--- config.mk ---
export PLATFORM = sky130hd
export DESIGN_NAME = sram_march_bist_flat
export DESIGN_NICKNAME = d
export VERILOG_FILES = /design/src/rtl/sram_march_bist_if.sv /design/src/rtl/sram_march_bist.sv /design/src/flat_wrapper.sv
export SDC_FILE = /design/constraint.sdc
export NUM_CORES = 1
export LEC_CHECK = 0
export CORE_MARGIN = 1
export CORE_UTILIZATION = 25
export CTS_BUF_LIST = sky130_fd_sc_hd__clkbuf_2 sky130_fd_sc_hd__clkbuf_4 sky130_fd_sc_hd__clkbuf_8
export CTS_CLUSTER_SIZE = 28
export DETAILED_ROUTE_END_ITERATION = 10
export PLACE_DENSITY = 0.53
export SETUP_SLACK_MARGIN = 0.2
export SYNTH_ARGS = -nofsm -noshare
export SYNTH_HDL_FRONTEND = slang
export SYNTH_SLANG_ARGS = --single-unit
--- constraint.sdc ---
create_clock -name sram_clk -period 2.05 [get_ports sram_clk]
set_input_delay 0.205 -clock sram_clk [delete_from_list [all_inputs] [get_ports sram_clk]]
set_output_delay 0.205 -clock sram_clk [all_outputs]
set_load 0.03 [all_outputs]
--- src/rtl/sram_march_bist_if.sv ---
// Pin bundle between the March BIST initiator and a byte_sram port.
// The BIST drives strobes, address and write data; the SRAM returns read data.
interface sram_march_bist_if #(
    parameter int ADDR_W = 7,
    parameter int DATA_W = 8
);
    logic              wr_enable;
    logic              rd_enable;
    logic [ADDR_W-1:0] ram_index;
    logic [DATA_W-1:0] sram_data_in;
    logic [DATA_W-1:0] sram_data_out;

    modport master (
        output wr_enable,
        output rd_enable,
        output ram_index,
        output sram_data_in,
        input  sram_data_out
    );

    modport slave (
        input  wr_enable,
        input  rd_enable,
        input  ram_index,
        input  sram_data_in,
        output sram_data_out
    );
endinterface

--- src/rtl/sram_march_bist.sv ---
// March BIST for byte_sram: up W P; up R P,W ~P; down R ~P,W P; up R P.
// Read data is compared on the edge after the read edge; the first miscompare is latched.
module sram_march_bist #(
    parameter int ADDR_W = 7,
    parameter int DATA_W = 8
) (
    input  logic                 sram_clk,
    input  logic                 sram_ares,
    input  logic                 start,
    input  logic [DATA_W-1:0]    pattern,
    sram_march_bist_if.master    bus,
    output logic                 busy,
    output logic                 done,
    output logic                 fail,
    output logic [ADDR_W-1:0]    fail_index,
    output logic [DATA_W-1:0]    fail_data,
    output logic [7:0]           err_count
);
    typedef enum logic [2:0] {
        ST_IDLE  = 3'd0,
        ST_M0    = 3'd1,
        ST_M1    = 3'd2,
        ST_M2    = 3'd3,
        ST_M3    = 3'd4,
        ST_DRAIN = 3'd5
    } state_t;

    localparam logic [ADDR_W-1:0] LAST_IDX  = {ADDR_W{1'b1}};
    localparam logic [ADDR_W-1:0] FIRST_IDX = {ADDR_W{1'b0}};
    localparam logic [ADDR_W-1:0] IDX_ONE   = ADDR_W'(1);

    state_t              state_r;
    logic [DATA_W-1:0]   p_r;
    logic                wr_r;
    logic                rd_r;
    logic [ADDR_W-1:0]   idx_r;
    logic [DATA_W-1:0]   din_r;
    logic [DATA_W-1:0]   rd_exp_r;
    logic                cmp_pend_r;
    logic [DATA_W-1:0]   cmp_exp_r;
    logic [ADDR_W-1:0]   cmp_idx_r;
    logic                busy_r;
    logic                done_r;
    logic                fail_r;
    logic [ADDR_W-1:0]   fail_idx_r;
    logic [DATA_W-1:0]   fail_data_r;
    logic [7:0]          err_r;
    logic                miscmp_s;

    // A compare is pending for exactly one edge after every read edge.
    assign miscmp_s = cmp_pend_r && (bus.sram_data_out != cmp_exp_r);

    assign bus.wr_enable    = wr_r;
    assign bus.rd_enable    = rd_r;
    assign bus.ram_index    = idx_r;
    assign bus.sram_data_in = din_r;
    assign busy       = busy_r;
    assign done       = done_r;
    assign fail       = fail_r;
    assign fail_index = fail_idx_r;
    assign fail_data  = fail_data_r;
    assign err_count  = err_r;

    // March sequencer: each state names the cycle in progress; outputs are set for the next one.
    always_ff @(posedge sram_clk or posedge sram_ares) begin
        if (sram_ares) begin
            state_r     <= ST_IDLE;
            p_r         <= {DATA_W{1'b0}};
            wr_r        <= 1'b0;
            rd_r        <= 1'b0;
            idx_r       <= {ADDR_W{1'b0}};
            din_r       <= {DATA_W{1'b0}};
            rd_exp_r    <= {DATA_W{1'b0}};
            cmp_pend_r  <= 1'b0;
            cmp_exp_r   <= {DATA_W{1'b0}};
            cmp_idx_r   <= {ADDR_W{1'b0}};
            busy_r      <= 1'b0;
            done_r      <= 1'b0;
            fail_r      <= 1'b0;
            fail_idx_r  <= {ADDR_W{1'b0}};
            fail_data_r <= {DATA_W{1'b0}};
            err_r       <= 8'd0;
        end else begin
            done_r     <= 1'b0;
            cmp_pend_r <= rd_r;
            cmp_exp_r  <= rd_exp_r;
            cmp_idx_r  <= idx_r;

            if (miscmp_s) begin
                if (err_r != 8'hFF) begin
                    err_r <= err_r + 8'd1;
                end
                if (!fail_r) begin
                    fail_r      <= 1'b1;
                    fail_idx_r  <= cmp_idx_r;
                    fail_data_r <= bus.sram_data_out;
                end
            end

            case (state_r)
                ST_IDLE: begin
                    wr_r <= 1'b0;
                    rd_r <= 1'b0;
                    if (start) begin
                        state_r     <= ST_M0;
                        p_r         <= pattern;
                        busy_r      <= 1'b1;
                        fail_r      <= 1'b0;
                        fail_idx_r  <= {ADDR_W{1'b0}};
                        fail_data_r <= {DATA_W{1'b0}};
                        err_r       <= 8'd0;
                        wr_r        <= 1'b1;
                        idx_r       <= FIRST_IDX;
                        din_r       <= pattern;
                    end
                end
                ST_M0: begin
                    if (idx_r == LAST_IDX) begin
                        state_r  <= ST_M1;
                        wr_r     <= 1'b0;
                        rd_r     <= 1'b1;
                        idx_r    <= FIRST_IDX;
                        rd_exp_r <= p_r;
                    end else begin
                        idx_r <= idx_r + IDX_ONE;
                    end
                end
                ST_M1: begin
                    if (rd_r) begin
                        rd_r  <= 1'b0;
                        wr_r  <= 1'b1;
                        din_r <= ~p_r;
                    end else if (idx_r == LAST_IDX) begin
                        // M2 starts at the top index, so the address is simply held.
                        state_r  <= ST_M2;
                        wr_r     <= 1'b0;
                        rd_r     <= 1'b1;
                        rd_exp_r <= ~p_r;
                    end else begin
                        wr_r     <= 1'b0;
                        rd_r     <= 1'b1;
                        idx_r    <= idx_r + IDX_ONE;
                        rd_exp_r <= p_r;
                    end
                end
                ST_M2: begin
                    if (rd_r) begin
                        rd_r  <= 1'b0;
                        wr_r  <= 1'b1;
                        din_r <= p_r;
                    end else if (idx_r == FIRST_IDX) begin
                        state_r  <= ST_M3;
                        wr_r     <= 1'b0;
                        rd_r     <= 1'b1;
                        rd_exp_r <= p_r;
                    end else begin
                        wr_r     <= 1'b0;
                        rd_r     <= 1'b1;
                        idx_r    <= idx_r - IDX_ONE;
                        rd_exp_r <= ~p_r;
                    end
                end
                ST_M3: begin
                    if (idx_r == LAST_IDX) begin
                        state_r <= ST_DRAIN;
                        rd_r    <= 1'b0;
                    end else begin
                        idx_r <= idx_r + IDX_ONE;
                    end
                end
                ST_DRAIN: begin
                    state_r <= ST_IDLE;
                    wr_r    <= 1'b0;
                    rd_r    <= 1'b0;
                    busy_r  <= 1'b0;
                    done_r  <= 1'b1;
                end
                default: begin
                    state_r <= ST_IDLE;
                    wr_r    <= 1'b0;
                    rd_r    <= 1'b0;
                    busy_r  <= 1'b0;
                end
            endcase
        end
    end
endmodule

--- src/flat_wrapper.sv ---
// flat-port wrapper written by rule: the top's interface ports become plain ports
module sram_march_bist_flat 
#(
    parameter int ADDR_W = 7,
    parameter int DATA_W = 8
)
  (sram_clk, sram_ares, start, pattern, busy, done, fail, fail_index, fail_data, err_count, bus_wr_enable, bus_rd_enable, bus_ram_index, bus_sram_data_in, bus_sram_data_out);
  sram_march_bist_if #(.ADDR_W(ADDR_W), .DATA_W(DATA_W)) bus_i ();
  input  logic sram_clk;
  input  logic sram_ares;
  input  logic start;
  input  logic [DATA_W-1:0] pattern;
  output logic busy;
  output logic done;
  output logic fail;
  output logic [ADDR_W-1:0] fail_index;
  output logic [DATA_W-1:0] fail_data;
  output logic [7:0] err_count;
  output wire logic [$bits(bus_i.wr_enable)-1:0] bus_wr_enable;
  output wire logic [$bits(bus_i.rd_enable)-1:0] bus_rd_enable;
  output wire logic [$bits(bus_i.ram_index)-1:0] bus_ram_index;
  output wire logic [$bits(bus_i.sram_data_in)-1:0] bus_sram_data_in;
  input wire logic [$bits(bus_i.sram_data_out)-1:0] bus_sram_data_out;
  assign bus_wr_enable = bus_i.wr_enable;
  assign bus_rd_enable = bus_i.rd_enable;
  assign bus_ram_index = bus_i.ram_index;
  assign bus_sram_data_in = bus_i.sram_data_in;
  assign bus_i.sram_data_out = bus_sram_data_out;
  sram_march_bist #(.ADDR_W(ADDR_W), .DATA_W(DATA_W)) u_core (.sram_clk(sram_clk), .sram_ares(sram_ares), .start(start), .pattern(pattern), .bus(bus_i), .busy(busy), .done(done), .fail(fail), .fail_index(fail_index), .fail_data(fail_data), .err_count(err_count));
endmodule
==> results.json <==
{
  "status": "complete, no violations",
  "die_area_um2": 16100,
  "route.detailed.drc": 0,
  "max_slew_margin": 0.698,
  "syn_to_final_growth_pct": 33.1,
  "grtUsageTotal": 0.125,
  "yosys.area.top_type": "dfrtp_1",
  "cts.sinks": 78,
  "p_leak_nw": 2.35,
  "critPathLaunchType": "flip-flop",
  "ys_ff_latch": 78,
  "grt_pass1_wl_um": 15800,
  "synth_most_common_cell": "dfrtp_1",
  "syn_inst": 380,
  "rows": 45,
  "drive_gt1_frac": 0.190,
  "setup_viol": 0,
  "clk_pin_slew_ns": 0.08,
  "clock_latency_ns": 0.37,
  "hp-class": "primary input to async pin",
  "viasPerCell": 4.70,
  "ys_seq_area_frac": 0.500,
  "tightest_slew_ns": 0.453,
  "slew_viol_final": 0,
  "crit_path_start": "u_core.state_r[2]$_DFFE_PP0P_",
  "ff2ff_path_depth": 6,
  "synth_fp_nets": 403,
  "antenna_found_initial": 0,
  "synth_common_cells": "dfrtp_1 (78), nor2_1 (42), a21oi_1 (29), nand2_1 (26), o21ai_0 (23)",
  "power_mw": 2.84,
  "grt_max_degree": 79,
  "drt-initial-drc-count": 169,
  "num_vias": 3081,
  "grt_pass1_vias": 3151,
  "path_buf_inv": 2,
  "clk_path_buf_depth": 2,
  "final.period_utilization": 0.883,
  "skew_ns": 0.00903,
  "async_reset_ff_frac": 1.00,
  "fin_crit_ns": 1.81,
  "start_util": 0.257,
  "die_w_um": 127,
  "cp_cell_sequence": "buf_12 > or4_1 > and3_2 > o21ai_2 > buf_4 > o21ai_0",
  "ant_nets": 0,
  "cap_violations": 0,
  "worstReg2RegEnd": "u_core.bus.ram_index[2]$_DFFE_PP0P_",
  "finalInstanceArea_um2": 5200,
  "numCtsBuffers": 9,
  "syn_area_um2": 3910,
  "io_pins": 62,
  "setup_ws_ns": 0.239,
  "power_density_nw_per_um2": 546,
  "endpoint_kind": "flip-flop",
  "hold_viol": 0,
  "core_um2": 15200,
  "avgSynthCellArea_um2": 10.3,
  "ys_warn_count": 0,
  "synth_flop_cell": "dfrtp_1",
  "r2r_start": "u_core.state_r[2]$_DFFE_PP0P_",
  "worstSetupPathType": "flip-flop to flip-flop",
  "netlist_top_cells_area": "dfrtp_1 (50%), xor2_1 (4.7%), mux2i_1 (4.4%)",
  "crit_path_top_delay_cell": "dfrtp_2",
  "slowest_delay_ns": 0.44,
  "r2r_slack_ns": 0.24,
  "cts_tree": "done",
  "cp.required_ns": 2.29,
  "irDropWorstVdd_uv": 225,
  "grt-ovfl-total": 0,
  "post-place-ws_ns": 0.0407,
  "io_buffers": 61,
  "setup_tns_ns": 0,
  "synth_top_area_frac": 0.500,
  "globalplace.congestion": 0.826,
  "worstPathMaxFanout": 5,
  "firstDrtPassIters": 4,
  "synth_cell_type_count": 59,
  "final_cells": 656,
  "dpl.cell_count": 634,
  "num_antenna_cells": 0,
  "cp_data_arrival_time_ns": 2.05,
  "avgRoutedWirePerCell_um": 14.6,
  "dp_hpwl_um": 6740,
  "rsz0062_at_grt": "true",
  "path_delay_family": "simple AND/OR/NAND/NOR gates",
  "routed_wl_um": 9580,
  "fmax_mhz": 552,
  "whs_ns": 0.263,
  "dpl_cell_area_um2": 4870,
  "die_h_um": 127,
  "cts_root_buffer": "clkbuf_8",
  "synth_edf_count": 0,
  "layout.nets": 486,
  "htreeDepth": 3,
  "fin_util": 0.342
}
cell usage in the layout, fill, tap and decap left out, types with 4 or more instances in the layout:
master,n
clkdlybuf4s50_1,54
buf_4,30
nand4_1,4
nor4_1,5
a21oi_1,29
mux2i_1,17
dlymetal6s2s_1,5
o21ai_0,23
mux2_2,8
o21ai_1,5
or3_1,4
dfrtp_1,68
clkbuf_8,10
nand2_1,25
nand2b_1,4
dfrtp_2,10
buf_12,4
xnor2_1,10
xor2_1,21
nand3_1,10
nor2_1,42
inv_1,6
worst max path at each step:
stage | end | slack (ns) | cells past startpoint
after floorplan | u_core.err_count[3]$_DFF_PP0_ | 0.22 | 6
after global placement | u_core.err_count[1]$_DFF_PP0_ | 0.11 | 6
after detailed placement | u_core.err_count[3]$_DFF_PP0_ | 0.04 | 6
after CTS | bus_ram_index[2] | 0.20 | 1
after global routing | u_core.bus.ram_index[4]$_DFFE_PP0P_ | 0.18 | 6
final | u_core.bus.ram_index[2]$_DFFE_PP0P_ | 0.24 | 6
worst register-to-register path, cell delays in order, from the launching register on:
cell     delay [ns]
dfrtp_2        0.44
buf_12         0.14
or4_1          0.45
and3_2         0.27
o21ai_2        0.11
buf_4          0.18
o21ai_0        0.10
state kept, by name (all words and copies together), names as in the netlist, 8 cells and up:
register / flops
u_core.err_count: 8
u_core.fail_data: 8
u_core.rd_exp_r: 8
u_core.bus.sram_data_in: 8
u_core.p_r: 8
u_core.cmp_exp_r: 8
area by class of cell:
class	count	area [um2]
Clock buffer	11	145
Clock inverter	5	57.6
Fill cell	1551	10000
Inverter	8	33.8
Multi-Input combinational cell	270	1830
Sequential cell	78	1960
Tap cell	188	235
Timing Repair Buffer	96	933
layer usage:
metal / vias to the layer above / part of all wire / track usage / routed length, um
met2: 81 / 0.46 / 0.189 / 4410
met5: - / 0 / 0 / 0
met1: 1480 / 0.47 / 0.166 / 4540
met3: 20 / 0.049 / 0.0306 / 474
met4: 0 / 0.015 / 0.0630 / 148
li1: 1500 / - / - / -
kinds of logic after synthesis:
kind of cell,after synthesis,synth area share
xor gates and xnor gates,31,0.0695
buffers and inverters,32,0.0452
adders and majority gates,4,0.0128
AOI/OAI and AO/OA,89,0.148
DFF,78,0.500
and+or+nand+nor,121,0.159
muxes,25,0.0666
repair_timing:
action,4_1_cts,5_1_grt
hold buffers,0,0
setup buffers,2,4
endpoints found under the setup margin,20,29
resized for setup,9,17
hold endpoints to repair,0,0
pin swaps,1,3
report_power, final:
part / switching, mW / internal [mW]
logic: 0.0500 / 0.0443
registers: 0 / 1.54
clock network: 0.598 / 0.612
total: 0.648 / 2.19
Power figures use the tool's default switching activity.
==> variant 1 (config.mk and constraints unchanged) <==
Encoding of `state_t`: now Gray code (3 bits for 6 states).
--- a/src/rtl/sram_march_bist.sv
+++ b/src/rtl/sram_march_bist.sv
@@ -17,12 +17,12 @@
     output logic [7:0]           err_count
 );
     typedef enum logic [2:0] {
-        ST_IDLE  = 3'd0,
-        ST_M0    = 3'd1,
-        ST_M1    = 3'd2,
-        ST_M2    = 3'd3,
-        ST_M3    = 3'd4,
-        ST_DRAIN = 3'd5
+        ST_IDLE  = 3'b000,
+        ST_M0    = 3'b001,
+        ST_M1    = 3'b011,
+        ST_M2    = 3'b010,
+        ST_M3    = 3'b110,
+        ST_DRAIN = 3'b111
     } state_t;
 
     localparam logic [ADDR_W-1:0] LAST_IDX  = {ADDR_W{1'b1}};
Function: no difference found for any inputs over 10 cycles, from zero or initial values; not proved beyond that.
==> variant 1 against the unedited design <==
- the flow now finishes with violations (DRC)
- area after synthesis decreased by 3.0%
- routed wire length is 2.2% lower
- first-iteration DRC count increased by 56%
- critical path depth unchanged
- sequential cell count did not move
- utilization increased by 0.64 points
- cell count is 0.91% higher
- cell area shrank 1.9%
- clock skew increased by 2.6 ps
- worst setup slack worse by 47 ps
- largest cell class unchanged
Power is not compared: it rests on default switching activity, and its combinational part moved more than twofold at a synthesized area within 25%.
==> variant 1: results (changes against the unedited design) <==
Unique masters post-synth: 58 (-1.7%)
status: complete, but fails checks
Tmin final: 1860 ps (+47.3 ps)
crit-path max cell delay: 470 ps (+30 ps)
Non-Filler Instances: 662 (+0.91%)
M1 WL: 4700 um (+3.5%)
GRT met3 Usage: 0.0270 (-0.00361)
Hold Slack: 244 ps (-18.6 ps)
Synth Instances: 397 (+4.5%)
placed inst area: 4690 um^2 (-3.7%)
Post-Place Cells: 635 (+0.16%)
top cells by count, synth: 80 x nand2_1, 78 x dfrtp_1, 34 x o21ai_1, 24 x nand3_1, 17 x o21ai_0
final wirelength: 9370 um (-2.2%)
layout cells sized above 1: 0.153 (-0.0375)
GRT Resource Usage Total: 0.126 (+0.000844)
vias in the first global route: 3074 (-2.4%)
complex-gate fraction of the synthesized area: 0.174 (+0.0260)
Critical Path AT: 2090 ps (+40 ps)
Data buffer area share: 0.167 (-0.0123)
CP delay by family, top: compound AO/OA/AOI/OAI gates
Place WS: 106 ps (+65.6 ps)
area of the multi-input gates: 1770 um^2 (-3.5%)
DRC Markers: 12 (+12)
routability congestion estimate: 0.830 (+0.40%)
CP max FO: 7 (+2)
Synth Area in XOR/XNOR: 0.0578 (-0.0117)
mux contribution to synthesized area: 0.00792 (-0.0587)
clk cell area share: 0.0495 (+0.0106)
Pwr Total: 7220 uW
violated checks: DRC
Reg2Reg Setup Slack: 190 ps (-50 ps)
reg2reg start: u_core.bus.ram_index[3]
met1 Track Usage GR: 0.175 (+0.00840)
first-pass GRT wire length: 15700 um (-0.53%)
Adder-Cell Fraction of Synth Area: 0.0132 (+0.000393)
Inverters: 10 (+2)
# Taps: 184 (-2.1%)
drt first pass iters: 9 (+5)
==> variant 1: cell count changes in the layout (fill, tap and decap cells not counted), moves of 8 or more <==
cell,before,now
a21oi_1,29,15
a31oi_1,1,11
mux2_2,8,0
mux2i_1,17,3
nand2_1,25,80
nand3_1,10,24
nor2_1,42,12
o21ai_1,5,34
xor2_1,21,3
==> variant 1: how the worst min path moves through the flow <==
| stage | start | to |
|---|---|---|
| CTS | sram_ares | u_core.rd_exp_r[4] |
| global placement | u_core.rd_exp_r[4] | u_core.cmp_exp_r[4] |
| global route | sram_ares | u_core.err_count[3] |
| floorplan | pattern[0] | u_core.p_r[0] |
| detailed placement | u_core.rd_exp_r[0] | u_core.cmp_exp_r[0] |
| finish | sram_ares | u_core.fail_data[6] |
==> variant 1: what timing repair did <==
| item | CTS | global route |
|---|---|---|
| buffers inserted | 2 | 9 |
| pin swaps | 2 | 3 |
| setup endpoints to repair | 12 | 19 |
| gates resized for setup | 2 | 12 |
| hold endpoints to repair | 0 | 0 |
==> variant 2 (same settings) <==
Without the edit above. `DATA_W` is set to 8 in 3 places; all go to 9.
--- a/src/rtl/sram_march_bist_if.sv
+++ b/src/rtl/sram_march_bist_if.sv
@@ -2,7 +2,7 @@
 // The BIST drives strobes, address and write data; the SRAM returns read data.
 interface sram_march_bist_if #(
     parameter int ADDR_W = 7,
-    parameter int DATA_W = 8
+    parameter int DATA_W = 9
 );
     logic              wr_enable;
     logic              rd_enable;
--- a/src/rtl/sram_march_bist.sv
+++ b/src/rtl/sram_march_bist.sv
@@ -2,7 +2,7 @@
 // Read data is compared on the edge after the read edge; the first miscompare is latched.
 module sram_march_bist #(
     parameter int ADDR_W = 7,
-    parameter int DATA_W = 8
+    parameter int DATA_W = 9
 ) (
     input  logic                 sram_clk,
     input  logic                 sram_ares,
--- a/src/flat_wrapper.sv
+++ b/src/flat_wrapper.sv
@@ -2,7 +2,7 @@
 module sram_march_bist_flat 
 #(
     parameter int ADDR_W = 7,
-    parameter int DATA_W = 8
+    parameter int DATA_W = 9
 )
   (sram_clk, sram_ares, start, pattern, busy, done, fail, fail_index, fail_data, err_count, bus_wr_enable, bus_rd_enable, bus_ram_index, bus_sram_data_in, bus_sram_data_out);
   sram_march_bist_if #(.ADDR_W(ADDR_W), .DATA_W(DATA_W)) bus_i ();
Interface: changed (resized bus_sram_data_in, bus_sram_data_out, fail_data and pattern); port bits go from 62 to 66. The function was not compared with the original's and may differ.
==> variant 2 against the unedited design <==
- cell area grew 13%
- non-clock buffer count grew 26
- critical path depth up 1
- area after synthesis grew 9.1%
- utilization is 1.1 points higher
- critical endpoint is now u_core.bus.ram_index[1]
- cell count grew 17%
- sequential cell count increased by 5
- worst setup slack lost 91 ps
- routed wire length rose by 18%
Power is not compared: it rests on default switching activity, and its combinational part moved more than twofold at a synthesized area within 25%.
==> variant 2: results (changes against the unedited design) <==
status: finished clean
Adder-Cell Fraction of Synth Area: 0.0141 (+0.00128)
Total Nets Final: 572 (+18%)
CTS max path bufs: 2 (unchanged)
met1 Track Usage GR: 0.187 (+0.0212)
CP max FO: 3 (-2)
setup skew after layout: 5.31 ps (-3.72 ps)
Buffers on Ports: 65 (+6.6%)
mux contribution to synthesized area: 0.00352 (-0.0631)
Area contributors post-synth: dfrtp_1 49%, nand2_1 5.6%, a21oi_1 4.7%, xor2_1 3.7%, xor2_2 3.4%
register area share after synthesis: 0.487 (-0.0123)
largest net degree at the start of global routing: 84 (+6.3%)
Unique masters post-synth: 66 (+12%)
Lkg Pwr: 0.00253 uW
CP delay by family, top: compound AO/OA/AOI/OAI gates
first-pass GRT wire length: 18500 um (+18%)
complex-gate fraction of the synthesized area: 0.182 (+0.0347)
drt initial violations: 257 (+52%)
DR vias: 3579 (+16%)
placed inst area: 5390 um^2 (+11%)
GRT Resource Usage Total: 0.135 (+0.00964)
top cells by count, synth: 83 x dfrtp_1, 64 x nand2_1, 40 x a21oi_1, 33 x nor2_1, 28 x o21ai_0
Fillers: 1659 (+7.0%)
# diodes: 0 (unchanged)
layout cells sized above 1: 0.227 (+0.0371)
Synth Area in XOR/XNOR: 0.0734 (+0.00389)
crit-path max cell delay: 420 ps (-20 ps)
metal2 WL: 5170 um (+17%)
Critical Path AT: 2150 ps (+100 ps)
slew margin rel.: 0.672 (-0.0262)
routability congestion estimate: 0.790 (-4.3%)
GRT met3 Usage: 0.0387 (+0.00813)
vias in the first global route: 3440 (+9.2%)
Detail Placement HPWL: 7740 um (+15%)
WL met3: 520 um (+9.7%)
area of the multi-input gates: 2100 um^2 (+15%)
M1 WL: 5520 um (+22%)
syn_nets: 468 (+16%)
variant 2: changes by cell type after synthesis, sizes merged, moves of 6 or more:
cell | before | now
xor2 | 21 | 27
clkbuf | 5 | 12
nand3 | 10 | 24
nand2 | 26 | 64
nor2 | 43 | 33
mux2i | 17 | 0
o21ai | 30 | 39
a21oi | 29 | 42
mux2 | 8 | 1
xnor2 | 10 | 1
variant 2: through the flow:
step                      worst slack, ps  cells  hold WS, ps
after floorplan                       103    443          310
after global placement                125    732          368
after detailed placement             58.4    732          370
after CTS                             137    756          331
after global routing                  106    770          352
final                                 148    770          306
variant 2: final timing paths:
kind	cells after the start	to	from	slack, ps
setup / recovery	7	u_core.bus.ram_index[1]	u_core.bus.ram_index[0]	150
hold / removal	3	u_core.fail_index[2]	sram_ares	310
setup reg to reg	7	u_core.bus.ram_index[1]	u_core.bus.ram_index[0]	150
hold reg to reg	0	u_core.cmp_exp_r[0]	u_core.rd_exp_r[0]	390
max in group asynchronous	3	u_core.bus.ram_index[1]	sram_ares	1350
min in group sram_clk	0	u_core.cmp_exp_r[0]	u_core.rd_exp_r[0]	390
variant 2: what timing repair did:
item | 4_1_cts | 5_1_grt
gates resized for setup | 11 | 18
endpoints found under the setup margin | 20 | 50
gates cloned | 1 | 1
endpoints found under the hold margin | 0 | 0
buffers inserted | 9 | 13
pin swaps | 4 | 14
variant 2: cell type report:
| class | count | share of cell area |
|---|---|---|
| multi-input cells | 319 | 0.357 |
| flip-flops and latches | 83 | 0.355 |
| repair buffers | 122 | 0.204 |
| well taps | 220 | 0.0468 |
| clock buffers | 12 | 0.0270 |
| inverters | 12 | 0.00830 |
| clock inverters | 2 | 0.00213 |
